[src/rtl/router_pkg.sv]
// Shared flit layout, type encodings, output-port indices and the XY routing helper
// for the router input port.
package router_pkg;

  localparam int COORD_W = 2;
  localparam int FLIT_W  = 20;

  localparam int TYPE_HI = 19;
  localparam int TYPE_LO = 18;
  localparam int DX_HI   = 17;
  localparam int DX_LO   = 16;
  localparam int DY_HI   = 15;
  localparam int DY_LO   = 14;

  typedef enum logic [1:0] {
    FLIT_BODY   = 2'b00,
    FLIT_HEAD   = 2'b01,
    FLIT_TAIL   = 2'b10,
    FLIT_SINGLE = 2'b11
  } flit_type_e;

  localparam int PORT_E    = 0;
  localparam int PORT_W    = 1;
  localparam int PORT_N    = 2;
  localparam int PORT_S    = 3;
  localparam int PORT_L    = 4;
  localparam int NUM_PORTS = 5;

  typedef enum logic {
    ST_IDLE   = 1'b0,
    ST_ACTIVE = 1'b1
  } rip_state_e;

  // Dimension-order routing: resolve X completely before Y.
  function automatic logic [NUM_PORTS-1:0] xy_route(
    input logic [COORD_W-1:0] dx,
    input logic [COORD_W-1:0] dy,
    input logic [COORD_W-1:0] mx,
    input logic [COORD_W-1:0] my
  );
    logic [NUM_PORTS-1:0] req;
    req = '0;
    if (dx > mx)      req[PORT_E] = 1'b1;
    else if (dx < mx) req[PORT_W] = 1'b1;
    else if (dy > my) req[PORT_N] = 1'b1;
    else if (dy < my) req[PORT_S] = 1'b1;
    else              req[PORT_L] = 1'b1;
    return req;
  endfunction

endpackage

[src/rtl/flit_fifo.sv]
// Circular flit buffer with occupancy count; front entry is visible combinationally.
// Storage is not reset; only pointers and count are.
module flit_fifo #(
  parameter int DATA_W = 20,
  parameter int DEPTH  = 4
) (
  input  logic              clk,
  input  logic              rst,
  input  logic              push_i,
  input  logic [DATA_W-1:0] wdata_i,
  input  logic              pop_i,
  output logic [DATA_W-1:0] rdata_o,
  output logic              empty_o,
  output logic              full_o
);
  localparam int PTR_W = (DEPTH > 1) ? $clog2(DEPTH) : 1;
  localparam int CNT_W = $clog2(DEPTH + 1);
  localparam logic [PTR_W-1:0] LAST_PTR = PTR_W'(DEPTH - 1);
  localparam logic [CNT_W-1:0] FULL_CNT = CNT_W'(DEPTH);

  logic [DATA_W-1:0] mem_q [DEPTH];
  logic [PTR_W-1:0]  wr_ptr_q, wr_ptr_d;
  logic [PTR_W-1:0]  rd_ptr_q, rd_ptr_d;
  logic [CNT_W-1:0]  count_q, count_d;

  always_comb begin
    wr_ptr_d = wr_ptr_q;
    rd_ptr_d = rd_ptr_q;
    count_d  = count_q;
    if (push_i) wr_ptr_d = (wr_ptr_q == LAST_PTR) ? '0 : wr_ptr_q + 1'b1;
    if (pop_i)  rd_ptr_d = (rd_ptr_q == LAST_PTR) ? '0 : rd_ptr_q + 1'b1;
    case ({push_i, pop_i})
      2'b10:   count_d = count_q + 1'b1;
      2'b01:   count_d = count_q - 1'b1;
      default: count_d = count_q;
    endcase
  end

  always_ff @(posedge clk or posedge rst) begin
    if (rst) begin
      wr_ptr_q <= '0;
      rd_ptr_q <= '0;
      count_q  <= '0;
    end else begin
      wr_ptr_q <= wr_ptr_d;
      rd_ptr_q <= rd_ptr_d;
      count_q  <= count_d;
    end
  end

  always_ff @(posedge clk) begin
    if (push_i) mem_q[wr_ptr_q] <= wdata_i;
  end

  assign rdata_o = mem_q[rd_ptr_q];
  assign empty_o = (count_q == '0);
  assign full_o  = (count_q == FULL_CNT);

endmodule

[src/rtl/router_input_port.sv]
// Credit-based router input port: buffers flits, routes each packet's head (XY), returns credits.
// Optional sticky protocol-error flag enabled by defining RIP_OVF_CHECK_EN.
module router_input_port
  import router_pkg::*;
#(
  parameter int                  DATA_W = 20,
  parameter int                  DEPTH  = 4,
  parameter logic [COORD_W-1:0]  MY_X   = 2'd0,
  parameter logic [COORD_W-1:0]  MY_Y   = 2'd0
) (
  input  logic                 clk,
  input  logic                 RST,
  input  logic [DATA_W-1:0]    datain,
  input  logic                 in_valid,
  output logic                 co,
  output logic [DATA_W-1:0]    flit_out,
  output logic                 flit_valid,
  input  logic                 flit_ready,
  output logic [NUM_PORTS-1:0] out_req,
  output logic                 ovf_err
);
  rip_state_e           state_q, state_d;
  logic [NUM_PORTS-1:0] out_req_q, out_req_d;
  logic                 co_q;
  logic                 push, pop, empty, full;
  logic [DATA_W-1:0]    front;
  flit_type_e           front_type;
  logic                 front_is_head, front_is_last;

  assign push = in_valid & ~full;

  flit_fifo #(.DATA_W(DATA_W), .DEPTH(DEPTH)) u_fifo (
    .clk     (clk),
    .rst     (RST),
    .push_i  (push),
    .wdata_i (datain),
    .pop_i   (pop),
    .rdata_o (front),
    .empty_o (empty),
    .full_o  (full)
  );

  assign front_type    = flit_type_e'(front[TYPE_HI:TYPE_LO]);
  assign front_is_head = (front_type == FLIT_HEAD) || (front_type == FLIT_SINGLE);
  assign front_is_last = (front_type == FLIT_TAIL) || (front_type == FLIT_SINGLE);

  // Headless flits in IDLE are popped too, so their credit still goes back to the sender.
  always_comb begin
    state_d   = state_q;
    out_req_d = out_req_q;
    pop       = 1'b0;
    case (state_q)
      ST_IDLE: begin
        if (!empty) begin
          if (front_is_head) begin
            out_req_d = xy_route(front[DX_HI:DX_LO], front[DY_HI:DY_LO], MY_X, MY_Y);
            state_d   = ST_ACTIVE;
          end else begin
            pop = 1'b1;
          end
        end
      end
      ST_ACTIVE: begin
        if (!empty && flit_ready) begin
          pop = 1'b1;
          if (front_is_last) begin
            out_req_d = '0;
            state_d   = ST_IDLE;
          end
        end
      end
      default: state_d = ST_IDLE;
    endcase
  end

  always_ff @(posedge clk or posedge RST) begin
    if (RST) begin
      state_q   <= ST_IDLE;
      out_req_q <= '0;
      co_q      <= 1'b0;
    end else begin
      state_q   <= state_d;
      out_req_q <= out_req_d;
      co_q      <= pop;
    end
  end

`ifdef RIP_OVF_CHECK_EN
  logic err_q;
  logic headless_discard;

  assign headless_discard = (state_q == ST_IDLE) && !empty && !front_is_head;

  always_ff @(posedge clk or posedge RST) begin
    if (RST) err_q <= 1'b0;
    else     err_q <= err_q | (in_valid & full) | headless_discard;
  end

  assign ovf_err = err_q;
`else
  assign ovf_err = 1'b0;
`endif

  assign co         = co_q;
  assign flit_out   = front;
  assign flit_valid = (state_q == ST_ACTIVE) && !empty;
  assign out_req    = out_req_q;

endmodule
[config.mk]
export PLATFORM = sky130hd
export DESIGN_NAME = router_input_port
export DESIGN_NICKNAME = d
export VERILOG_FILES = /design/src/rtl/router_pkg.sv /design/src/rtl/flit_fifo.sv /design/src/rtl/router_input_port.sv
export SDC_FILE = /design/constraint.sdc
export NUM_CORES = 1
export LEC_CHECK = 0
export ABC_AREA = 0
export CAP_MARGIN = 20
export CELL_PAD_IN_SITES_DETAIL_PLACEMENT = 0
export CELL_PAD_IN_SITES_GLOBAL_PLACEMENT = 1
export CORE_MARGIN = 4
export CORE_UTILIZATION = 50
export DETAILED_ROUTE_END_ITERATION = 7
export PLACE_DENSITY = 0.83
export SYNTH_ARGS = -nofsm -noshare
export SYNTH_HDL_FRONTEND = slang
export SYNTH_HIERARCHICAL = 1
export SYNTH_SLANG_ARGS = --single-unit
[constraint.sdc]
create_clock -name clk -period 7.4 [get_ports clk]
set_input_delay 0.74 -clock clk [delete_from_list [all_inputs] [get_ports clk]]
set_output_delay 0.74 -clock clk [all_outputs]
set_load 0.05 [all_outputs]
==> results.toml <==
[placement]
pre_cts_slack_ps = 4290
dp_hpwl_um = 3790
placedCellCount = 313
io_buffers = 48
gp_congestion = 0.753

[detailed_routing]
via_per_inst = 5.24
wl_um = 5830
first_pass_iters = 4
drc_errors = 0
ant_nets = 0
drt_iter0_drc = 98
num_vias = 1724
drt-wirelength-per-cell_um = 17.7

[global_routing]
met2_usage = 0.235
grt_pass1_vias = 1792
grt_first_pass_wirelength_um = 9340
grt_overflow = 0
track_usage = 0.147
grt_use_met3 = 0.0536
grt-busiest-layer = "met2"
grt_start_max_net_pins = 23
antenna_found_initial = 0
use_met1 = 0.191

[setup_path]
crit_fanout = 22
path_cells = "mux4_2 -> clkdlybuf4s50_1"
end_kind = "output pin"
crit_arrival_ps = 2610
cp_num_buf_inv = 1
cpPeakStageDelay_ps = 980
cp_slowest_cell = "dfrtp_1"
critPathKind = "register to output pin"
critPathLaunchType = "register"
crit_required_ps = 6660
cp_top_family = "flip-flops"

[clock_network]
cts_tree = "yes"
cts-buffers-inserted = 9
hold_buffers = 0
clockBufferDepth = 2
cts-htree-levels = 3
clock_sinks = 92
cts_resized = 0
clockRootBuffer = "clkbuf_8"
clock_latency_ps = 360
postCtsSetupBuffers = 0
clk_pin_slew_ps = 100

[timing]
rsz0062_at_grt = "no"
setup_ws_ps = 4050
tightest_slew_ps = 1060
setup_viol_count_final = 0
timing.fmax_mhz = 299
period_share = 0.452
final_hold_viol_count = 0
fin_crit_ps = 3350
drv_slew = 0
fin_hold_ws_ps = 495
finClkSkew_ps = 15.1
maxSlewHeadroom = 0.296
tns_ps = 0

[synth]
syn_area_mm2 = 0.00360
ys_types = 31
yosys.area_share.simple = 0.0362
synthAdderAreaFrac = 0.0264
yosys_register_bits = 92
synth_compound_area_frac = 0.0181
synth_warnings = 6
synthMuxAreaShare = 0.135
post_synth.cell_area_avg_um2 = 20.8
synth_seq_area_share = 0.751
synth_top_family_by_area = "multiplexers"
synth-edff-count = 80
synthArstFlopShare = 0.130
syn_inst = 173
synth-main-ff-cell = "edfxtp_1"
yosys.area_share.xor_xnor = 0.00730

[final_layout]
syn_to_final_growth_pct = 21.1
final_util = 0.631
regArea_mm2 = 0.00270
fin_cells = 329
drive_gt1_frac = 0.172
multi_input_area_um2 = 813
fin_nets = 259
n_antenna_cell = 0
mostFrequentLayoutCells = "80 x edfxtp_1, 48 x clkdlybuf4s50_1, 19 x mux4_2"
final_common_cell = "edfxtp_1"
fillers = 530

[run_status]
status = "finished clean"

[power]
irDropWorstVdd_mv = 0.235
powerDensity_mw_per_mm2 = 455
power.leakage_nw = 1.51

[floorplanning]
design.core.area_mm2 = 0.00691
initial_core_util = 0.521
die_h_um = 92.8
chipWidth_um = 92.8
dieArea_mm2 = 0.00862
pin_count = 52
rows = 30

[job]
drv_cap = 0

[worst_hold_path]
worstHoldPathType = "register to register"
-- synth_stat cells (all sizes together) (2+ instances only) --
cell | count | area share
dfrtp | 12 | 0.083
buf | 7 | 0.015
a22o | 2 | 0.0049
nand2 | 2 | 0.0021
edfxtp | 80 | 0.67
mux4 | 20 | 0.13
xor2 | 2 | 0.0049
nand2b | 2 | 0.0056
mux2i | 2 | 0.0056
ha | 6 | 0.021
inv | 9 | 0.0094
and2 | 4 | 0.0070
nor2b | 2 | 0.0035
nor2 | 4 | 0.0042
o21ai | 7 | 0.0097
-- report_power, final --
group / leakage [nW] / switching (mW) / total, mW / internal [mW]
Sequential: 0.877 / 0.0597 / 0.754 / 0.695
Clock: 0.103 / 0.190 / 0.324 / 0.134
Combinational: 0.531 / 0.558 / 0.904 / 0.346
-- final cells by class --
type                       count  area share
clock buffer                   9      0.0284
inverter                       9     0.00775
multi-input combinational     67       0.187
sequential                    92       0.620
tap                           96      0.0276
clock inverter                 7      0.0175
timing repair buffer          49       0.112
-- layer usage --
metal,vias up,part of all wire
li1,786,-
met1,879,0.43
met2,55,0.50
met3,4,0.062
met4,0,0.0081
met5,-,0
-- kinds of logic after synthesis --
logic type	Yosys count
flip-flops	92
multiplexers	23
AND/OR/NAND/NOR	20
buffers and inverters	16
AO/OA/AOI/OAI	11
adder cells (fa/ha/maj)	7
XOR/XNOR	3
other	1
-- registers in the layout, summed over array words and instances (netlist names) --
register,cells
co,1
out_req,3
state_q,1
u_fifo/count_q,3
u_fifo/mem_q,80
u_fifo/rd_ptr_q,2
u_fifo/wr_ptr_q,2
-- path summary, 6_finish.rpt --
| path | from | to | slack [ps] | cells after the start |
|---|---|---|---|---|
| worst max-delay path | u_fifo/rd_ptr_q[1] | flit_out[18] | 4050 | 2 |
| worst min-delay path | u_fifo/count_q[2] | u_fifo/count_q[2] | 490 | 1 |
| worst max register to register | u_fifo/rd_ptr_q[1] | u_fifo/count_q[2] | 4320 | 10 |
| worst min register to register | u_fifo/count_q[2] | u_fifo/count_q[2] | 490 | 1 |
| max in group asynchronous | RST | u_fifo/wr_ptr_q[0] | 6530 | 2 |
| min in group asynchronous | RST | state_q | 600 | 2 |
-- metrics by stage --
step	instance area, um^2	power [mW]
CTS	4360	2.01
finish	4360	1.98
detailed placement	4160	1.68
global placement	4160	1.67
global route	4360	2.09
floorplan	3600	1.42
Power figures use the tool's default switching activity.
